### src/rtl/seq_gen_serial_if.sv
// Handshake/data bundle between a sequence controller (master) and the
// serial pattern transmitter (slave).
interface seq_gen_serial_if #(
  parameter int WIDTH = 8,
  parameter int LENW  = 4
);
  logic             start;
  logic [WIDTH-1:0] pattern;
  logic [LENW-1:0]  len;
  logic             repeat_en;
  logic             stop;
  logic             x_out;
  logic             valid;
  logic             busy;
  logic             done;
  logic [LENW-1:0]  bit_cnt;

  modport master (
    output start, pattern, len, repeat_en, stop,
    input  x_out, valid, busy, done, bit_cnt
  );

  modport slave (
    input  start, pattern, len, repeat_en, stop,
    output x_out, valid, busy, done, bit_cnt
  );
endinterface

### src/rtl/seq_gen_serial.sv
// Serial bit-sequence transmitter: loads a pattern and shifts it out MSB-first,
// one-shot or continuously repeating, with a busy/done handshake.
module seq_gen_serial #(
  parameter int WIDTH = 8,
  parameter int LENW  = 4
) (
  input logic            clk,
  input logic            clr,
  seq_gen_serial_if.slave bus
);

  typedef enum logic [1:0] {
    S_IDLE,
    S_SEND,
    S_DONE
  } state_e;

  // Lengths carry one extra bit so len_eff == WIDTH fits even when WIDTH == 2**LENW.
  localparam int            LW      = LENW + 1;
  localparam logic [LW-1:0] WIDTH_L = LW'(WIDTH);

  state_e           state_q, state_d;
  logic [WIDTH-1:0] shreg_q, shreg_d;
  logic [WIDTH-1:0] pat_q,   pat_d;
  logic [LW-1:0]    len_q,   len_d;
  logic [LENW-1:0]  cnt_q,   cnt_d;

  logic [LW-1:0]    len_ext;
  logic [LW-1:0]    len_eff;
  logic             last_bit;

  assign len_ext  = {1'b0, bus.len};
  assign len_eff  = (len_ext == '0 || len_ext > WIDTH_L) ? WIDTH_L : len_ext;
  assign last_bit = ({1'b0, cnt_q} == (len_q - LW'(1)));

  // NOTE: every flop is cleared by clr, including the pattern and length
  // holding registers, so nothing from an aborted send survives a reset.
  always_ff @(posedge clk or negedge clr) begin
    if (!clr) begin
      state_q <= S_IDLE;
      shreg_q <= '0;
      pat_q   <= '0;
      len_q   <= '0;
      cnt_q   <= '0;
    end else begin
      // NOTE: non-blocking assignments so every flop samples pre-edge values.
      state_q <= state_d;
      shreg_q <= shreg_d;
      pat_q   <= pat_d;
      len_q   <= len_d;
      cnt_q   <= cnt_d;
    end
  end

  always_comb begin
    // NOTE: hold-value defaults first, so no path through this block infers a latch.
    state_d = state_q;
    shreg_d = shreg_q;
    pat_d   = pat_q;
    len_d   = len_q;
    cnt_d   = cnt_q;

    unique case (state_q)
      S_IDLE: begin
        if (bus.start) begin
          pat_d   = bus.pattern;
          len_d   = len_eff;
          shreg_d = bus.pattern << (WIDTH_L - len_eff);
          cnt_d   = '0;
          state_d = S_SEND;
        end
      end

      S_SEND: begin
        if (!last_bit) begin
          shreg_d = shreg_q << 1;
          cnt_d   = cnt_q + LENW'(1);
        end else if (bus.repeat_en && !bus.stop) begin
          // Reload from the held copy so the next pass follows with no gap.
          shreg_d = pat_q << (WIDTH_L - len_q);
          cnt_d   = '0;
        end else begin
          state_d = S_DONE;
        end
      end

      S_DONE: state_d = S_IDLE;

      default: state_d = S_IDLE;
    endcase
  end

  always_comb begin
    bus.x_out   = 1'b0;
    bus.valid   = 1'b0;
    bus.busy    = 1'b0;
    bus.done    = 1'b0;
    bus.bit_cnt = '0;

    unique case (state_q)
      S_SEND: begin
        bus.x_out   = shreg_q[WIDTH-1];
        bus.valid   = 1'b1;
        bus.busy    = 1'b1;
        bus.bit_cnt = cnt_q;
      end
      S_DONE:  bus.done = 1'b1;
      default: ;
    endcase
  end

endmodule

### src/flat_wrapper.sv
// flat-port wrapper written by rule: the top's interface ports become plain ports
module seq_gen_serial_flat 
#(
  parameter int WIDTH = 8,
  parameter int LENW  = 4
)
  (clk, clr, bus_start, bus_pattern, bus_len, bus_repeat_en, bus_stop, bus_x_out, bus_valid, bus_busy, bus_done, bus_bit_cnt);
  seq_gen_serial_if #(.WIDTH(WIDTH), .LENW(LENW)) bus_i ();
  input logic clk;
  input logic clr;
  input wire logic [$bits(bus_i.start)-1:0] bus_start;
  input wire logic [$bits(bus_i.pattern)-1:0] bus_pattern;
  input wire logic [$bits(bus_i.len)-1:0] bus_len;
  input wire logic [$bits(bus_i.repeat_en)-1:0] bus_repeat_en;
  input wire logic [$bits(bus_i.stop)-1:0] bus_stop;
  output wire logic [$bits(bus_i.x_out)-1:0] bus_x_out;
  output wire logic [$bits(bus_i.valid)-1:0] bus_valid;
  output wire logic [$bits(bus_i.busy)-1:0] bus_busy;
  output wire logic [$bits(bus_i.done)-1:0] bus_done;
  output wire logic [$bits(bus_i.bit_cnt)-1:0] bus_bit_cnt;
  assign bus_i.start = bus_start;
  assign bus_i.pattern = bus_pattern;
  assign bus_i.len = bus_len;
  assign bus_i.repeat_en = bus_repeat_en;
  assign bus_i.stop = bus_stop;
  assign bus_x_out = bus_i.x_out;
  assign bus_valid = bus_i.valid;
  assign bus_busy = bus_i.busy;
  assign bus_done = bus_i.done;
  assign bus_bit_cnt = bus_i.bit_cnt;
  seq_gen_serial #(.WIDTH(WIDTH), .LENW(LENW)) u_core (.clk(clk), .clr(clr), .bus(bus_i));
endmodule
### config.mk
export PLATFORM = sky130hd
export DESIGN_NAME = seq_gen_serial_flat
export DESIGN_NICKNAME = d
export VERILOG_FILES = /design/src/rtl/seq_gen_serial_if.sv /design/src/rtl/seq_gen_serial.sv /design/src/flat_wrapper.sv
export SDC_FILE = /design/constraint.sdc
export NUM_CORES = 1
export LEC_CHECK = 0
export ABC_AREA = 1
export BUFFER_PORTS_ARGS = -buffer_cell sky130_fd_sc_hd__buf_2
export CORE_MARGIN = 4
export CORE_UTILIZATION = 63
export DETAILED_ROUTE_END_ITERATION = 10
export PLACE_DENSITY = 0.86
export SYNTH_ARGS = -nofsm -noshare
export SYNTH_HDL_FRONTEND = slang
export SYNTH_SLANG_ARGS = --single-unit
### constraint.sdc
create_clock -name clk -period 5.8 [get_ports clk]
set_input_delay 0 -clock clk [delete_from_list [all_inputs] [get_ports clk]]
set_output_delay 0 -clock clk [all_outputs]
set_load 0.02 [all_outputs]
# == Word-level counts from Yosys, hierarchy flattened ==
# Index checks and enable logic that the tools add are counted.
# word_totals
word_cells,45
inputBits,17
ff_bits,27
out_inout_bits,8
# classes
add_sub_neg,4
n_reduce_logical,9
muxes,17
n_shift,2
n_lt_le_gt_ge,1
n_eq_ne,7
# ops
operator,n
two-way mux 8 bit,3
two-way mux 4 bit,5
one-hot mux 8 bit (2 select lines),1
<< shifter 8 x 5 -> 8 bit,2
subtractor 4 x 5 -> 5 bit (first input constant),2
one-hot mux 4 bit (2 select lines),1
two-way mux 2 bit,3
AND reduction 3 bit,2
equality test 4 x 5 -> 1 bit,1
logical NOT 5 bit,1
subtractor 5 x 1 -> 5 bit (second input constant),1
adder 4 x 1 -> 4 bit (second input constant),1
> comparator 4 bit (second input constant),1
!= test 2 bit (second input constant),2
one-hot mux 2 bit (2 select lines),1
two-way mux 1 bit,3
!= test 3 bit (second input constant),1
equality test 2 x 1 -> 1 bit (second input constant),1
equality test 2 bit (second input constant),1
logical NOT 2 bit,1
!= test 2 x 1 -> 1 bit (second input constant),1
AND reduction 2 bit,1
nonzero test 2 bit,1
logical AND 1 bit,1
2 further kinds,2

# == Longest topological paths before layout ==
# logic_depth
depth_word,7
ltp_mapped,16
depth_no_buf,15

# == Worst setup path after synthesis ==
# No wires, ideal clock.
# synth_timing
kind,flip-flop to flip-flop
start,register u_core.len_q[0]
end,register u_core.shreg_q[6]
t_required_ns,5.683
path_buffers,3
period_less_slack_ns,1.967
setup_ns,0.117
setup_slack_ns,3.833
stages_incl_launch_ff,16
t_arrival_ns,1.850
cell_sequence,dfrtp_1 inv_2 buf_6 ha_1 buf_6 inv_6 nand2_2 nand2_1 nand3_2 nor2_4 nand2_4 nand2_4 nand3_4 buf_6 nor2_1 nor2_1
# synth_between
elab_chain_cells,5
elab_cells_between_ends,9
classes_between,add/sub: 2; eq/ne: 2; shift: 1; mux: 3; reduce/logical: 1
# synth_rtl
element,line,text
start: declaration,seq_gen_serial.sv:25,"logic [LW-1:0] len_q, len_d;"
start signal: assignment,seq_gen_serial.sv:50,len_q <= len_d;
subtractor 4 x 5 -> 5 bit,seq_gen_serial.sv:80,shreg_d = pat_q << (WIDTH_L - len_q);
<< shifter 8 x 5 -> 8 bit,seq_gen_serial.sv:80,
two-way mux 8 bit,seq_gen_serial.sv:78,end else if (bus.repeat_en && !bus.stop) begin
two-way mux 8 bit,seq_gen_serial.sv:75,if (!last_bit) begin
one-hot mux 8 bit (2 select lines),seq_gen_serial.sv:63,unique case (state_q)
end signal: assignment,seq_gen_serial.sv:48,shreg_q <= shreg_d;
end: declaration,seq_gen_serial.sv:23,"logic [WIDTH-1:0] shreg_q, shreg_d;"
# Parallel ways exist; a longest one is shown, timed or not. The select of a mux whose other input is x is not followed.
# A chain may end at the register's enable or synchronous reset.

# == Worst setup path after layout ==
# layout_timing
start,register u_core.len_q[0]
end,register u_core.shreg_q[1]
# The elaborated chain is that of the path after synthesis.

==> metrics.md <==
| Metric | Value |
|---|---|
| Antenna Nets Post-Route | `0` |
| Hold Slack | `0.0226 ns` |
| Pwr dens | `533 mW/mm²` |
| Period minus WS final | `2.45 ns` |
| Slowest stage delay, CP | `0.56 ns` |
| Max Transition Viols Final | `0` |
| Peak supply drop | `0.000230 V` |
| DRT iter0 DRCs | `139` |
| Sw Ratio | `52.4%` |
| Layout net count | `359` |
| Clk root buf | `clkbuf_4` |
| Largest net degree at the start of global routing | `27` |
| Combinational share of power | `64.2%` |
| Avg Cell Area, Syn | `6.54 µm²` |
| TritonCTS clock tree | `done` |
| Final design utilization | `73.2%` |
| Slew headroom | `46.3%` |
| Initial antenna violation count | `0` |
| Final hold violation count | `0` |
| Most common cell after layout, fill and taps aside | `nand2_1` |
| Setup ws final | `3.35 ns` |
| CTS Buf Count | `3` |
| Mapped Cells | `312` |
| WL per Instance | `12.4 µm` |
| Dominant synthesized flop cell | `dfrtp_1` |
| Setup Skew | `0.00501 ns` |
| Synth area leader | `dfrtp_1` |
| CP Buf/Inv Count | `3` |
| Syn-to-layout area delta | `10.4%` |
| MaxCap Viol Count | `0` |
| Post-synth top area share | `31.9%` |
| Clock power frac | `7.8%` |
| Crit path kind | `reg2reg` |
| Ratio of cells with drive above 1 in the final layout | `15.4%` |
| HP Class | `in2reg` |
| CP required | `6.09 ns` |
| Vias in the first global route | `2001` |
| Post-CTS resize count | `0` |
| CP Max Fanout | `16` |
| Via density | `5.38` |
| GPL Wtd Cong | `0.836` |
| Register area share after synthesis | `31.9%` |
| Die H | `64.9 µm` |
| Clk Latency, worst-skew pair | `0.33 ns` |
| CP startpoint kind | `flip-flop` |
| Yosys reg bits | `26` |
| Routed via count | `2055` |
| Drc violations | `0` |
| Worst Tran Pin Value | `0.802 ns` |
| Outcome | `finished, final reports clean` |
| RSZ-0062 raised after global routing | `false` |
| Synth Net Count | `332` |
| H-tree depth | `1` |
| Drt pass-1 iters | `4` |
| Routed WL | `4720 µm` |
| CP cell instances | `inv_2, ha_1, inv_6, nand2_2, nand2_1, nand3_2, nor2_4, nand2_4, nand2_4, nand3_4, inv_1, nand2_1, nand2_1` |
| Post-Place Setup Slack | `3.37 ns` |
| CTS clk-pin slew, worst paths | `0.14 ns` |
| Total gr overflow | `0` |
| Setup crit end kind | `flip-flop` |
| Fin crit share | `42.3%` |
| Crit-path slowest cell | `dfrtp_1` |
| Standard-cell rows | `20` |
| Commonest cells after routing, fill and taps aside | `nand2_1, nand3_1, nor2_1, dfrtp_1, buf_2` |
| Yosys cell types | `26` |
| Synthesis Warnings | `0` |
| Ports | `25` |
| Tot Pwr | `0.00120 W` |
| Count of flip-flops with a built-in enable after synthesis | `0` |
| Num Clock Sinks | `26` |
| Initial Util | `66.3%` |
| Port bufs | `24` |
| Int Pwr | `0.000572 W` |
| Die area | `0.00422 mm²` |
| Clock Path Buffers | `2` |
| Final setup viols | `0` |
| Core box area | `0.00308 mm²` |
| Gr usage total | `25.5%` |
| Most used cell, CP | `nand2_1` |
| Ant diodes | `0` |
| Async SR Flop Fraction | `100%` |
| Wire length of the first global-routing pass | `8450 µm` |
| Setup TNS | `0 ns` |
| Synthesized cell area | `0.00204 mm²` |
| P_sw | `0.000628 W` |
| Top post-synthesis cells by area | `dfrtp_1, nand2_1, nand3_1` |
| Worst EP arrival | `2.74 ns` |
| Leakage power | `1.23 nW` |
| Max Clk Rate | `408 MHz` |
| Detailed Place HPWL | `3610 µm` |
| Flop pwr share | `28.0%` |
| CP delay by family, top | `simple AND/OR/NAND/NOR gates` |
| Die X | `64.9 µm` |
## Yosys cell counts (all sizes together) (3+ instances only)
cell and instances:
nand3b 3, xor2 3, inv 26, a21oi 3, buf 8, clkbuf 3, dfrtp 26, nand3 72
ha 3, nor2 30, o21ai 9, nand2 123
## layer usage
metal,up-vias,wire length [µm],GRT usage (%)
li1,1048,-,-
met1,936,2130,33.1
met4,0,136,12.7
met5,-,0,0
met3,15,225,2.43
met2,56,2230,42.1
## per-stage QoR
step                      instances  instance area, µm²
final                           382                2250
after floorplan                 312                2040
after CTS                       382                2250
after global routing            382                2250
after global placement          369                2130
after detailed placement        369                2130
## worst paths after layout
path,from,to,slack [ns],depth (start not counted)
max in group asynchronous,clr,u_core.pat_q[0]$_DFFE_PN0P_,5.26,2
worst min register to register,u_core.shreg_q[2]$_DFFE_PN0P_,u_core.shreg_q[2]$_DFFE_PN0P_,0.51,2
worst min-delay path,bus_len[2],u_core.len_q[2]$_DFFE_PN0P_,0.02,3
worst max-delay path,u_core.len_q[0]$_DFFE_PN0P_,u_core.shreg_q[1]$_DFFE_PN0P_,3.35,13
worst max register to register,u_core.len_q[0]$_DFFE_PN0P_,u_core.shreg_q[1]$_DFFE_PN0P_,3.35,13
min in group asynchronous,clr,u_core.len_q[1]$_DFFE_PN0P_,0.17,2
## final cells by class
type	count	area, µm²
multi-input cells	248	1180
fillers	293	825
flip-flops and latches	26	651
repair buffers	33	210
inverters	27	120
well taps	44	55.1
clock buffers	4	36.3
## power groups by stage
stage	Clock (W)	Sequential, W	Combinational, W
final	0.0000937	0.000336	0.000770
after global routing	0.000103	0.000349	0.000884
after CTS	0.0000938	0.000336	0.000772
after detailed placement	0	0.000339	0.000763
after global placement	0	0.000339	0.000744
after floorplan	0	0.000315	0.000668
## timing repair
item,CTS,global route
hold buffers,9,0
hold endpoints to repair,34,0
setup buffers,0,0
## flip-flops by register name, indices dropped and copies added (netlist names)
name / count
u_core.cnt_q: 4
u_core.state_q: 2
u_core.shreg_q: 8
u_core.pat_q: 8
u_core.len_q: 4
## worst reg2reg max path, delay by kind of cell, from the launching register on
family | cells | cell delay [ns]
flops | 1 | 0.56
buf+inv | 3 | 0.54
simple gates | 9 | 0.83
fa+ha+maj | 1 | 0.47
## cell families after synthesis
logic type | synth area share (%)
AO/OA/AOI/OAI | 4.35
AND/OR/NAND/NOR | 50.4
XOR/XNOR | 1.29
adder cells (fa/ha/maj) | 1.84
flip-flops | 31.9
buffers and inverters | 10.3
Power figures use the tool's default switching activity.
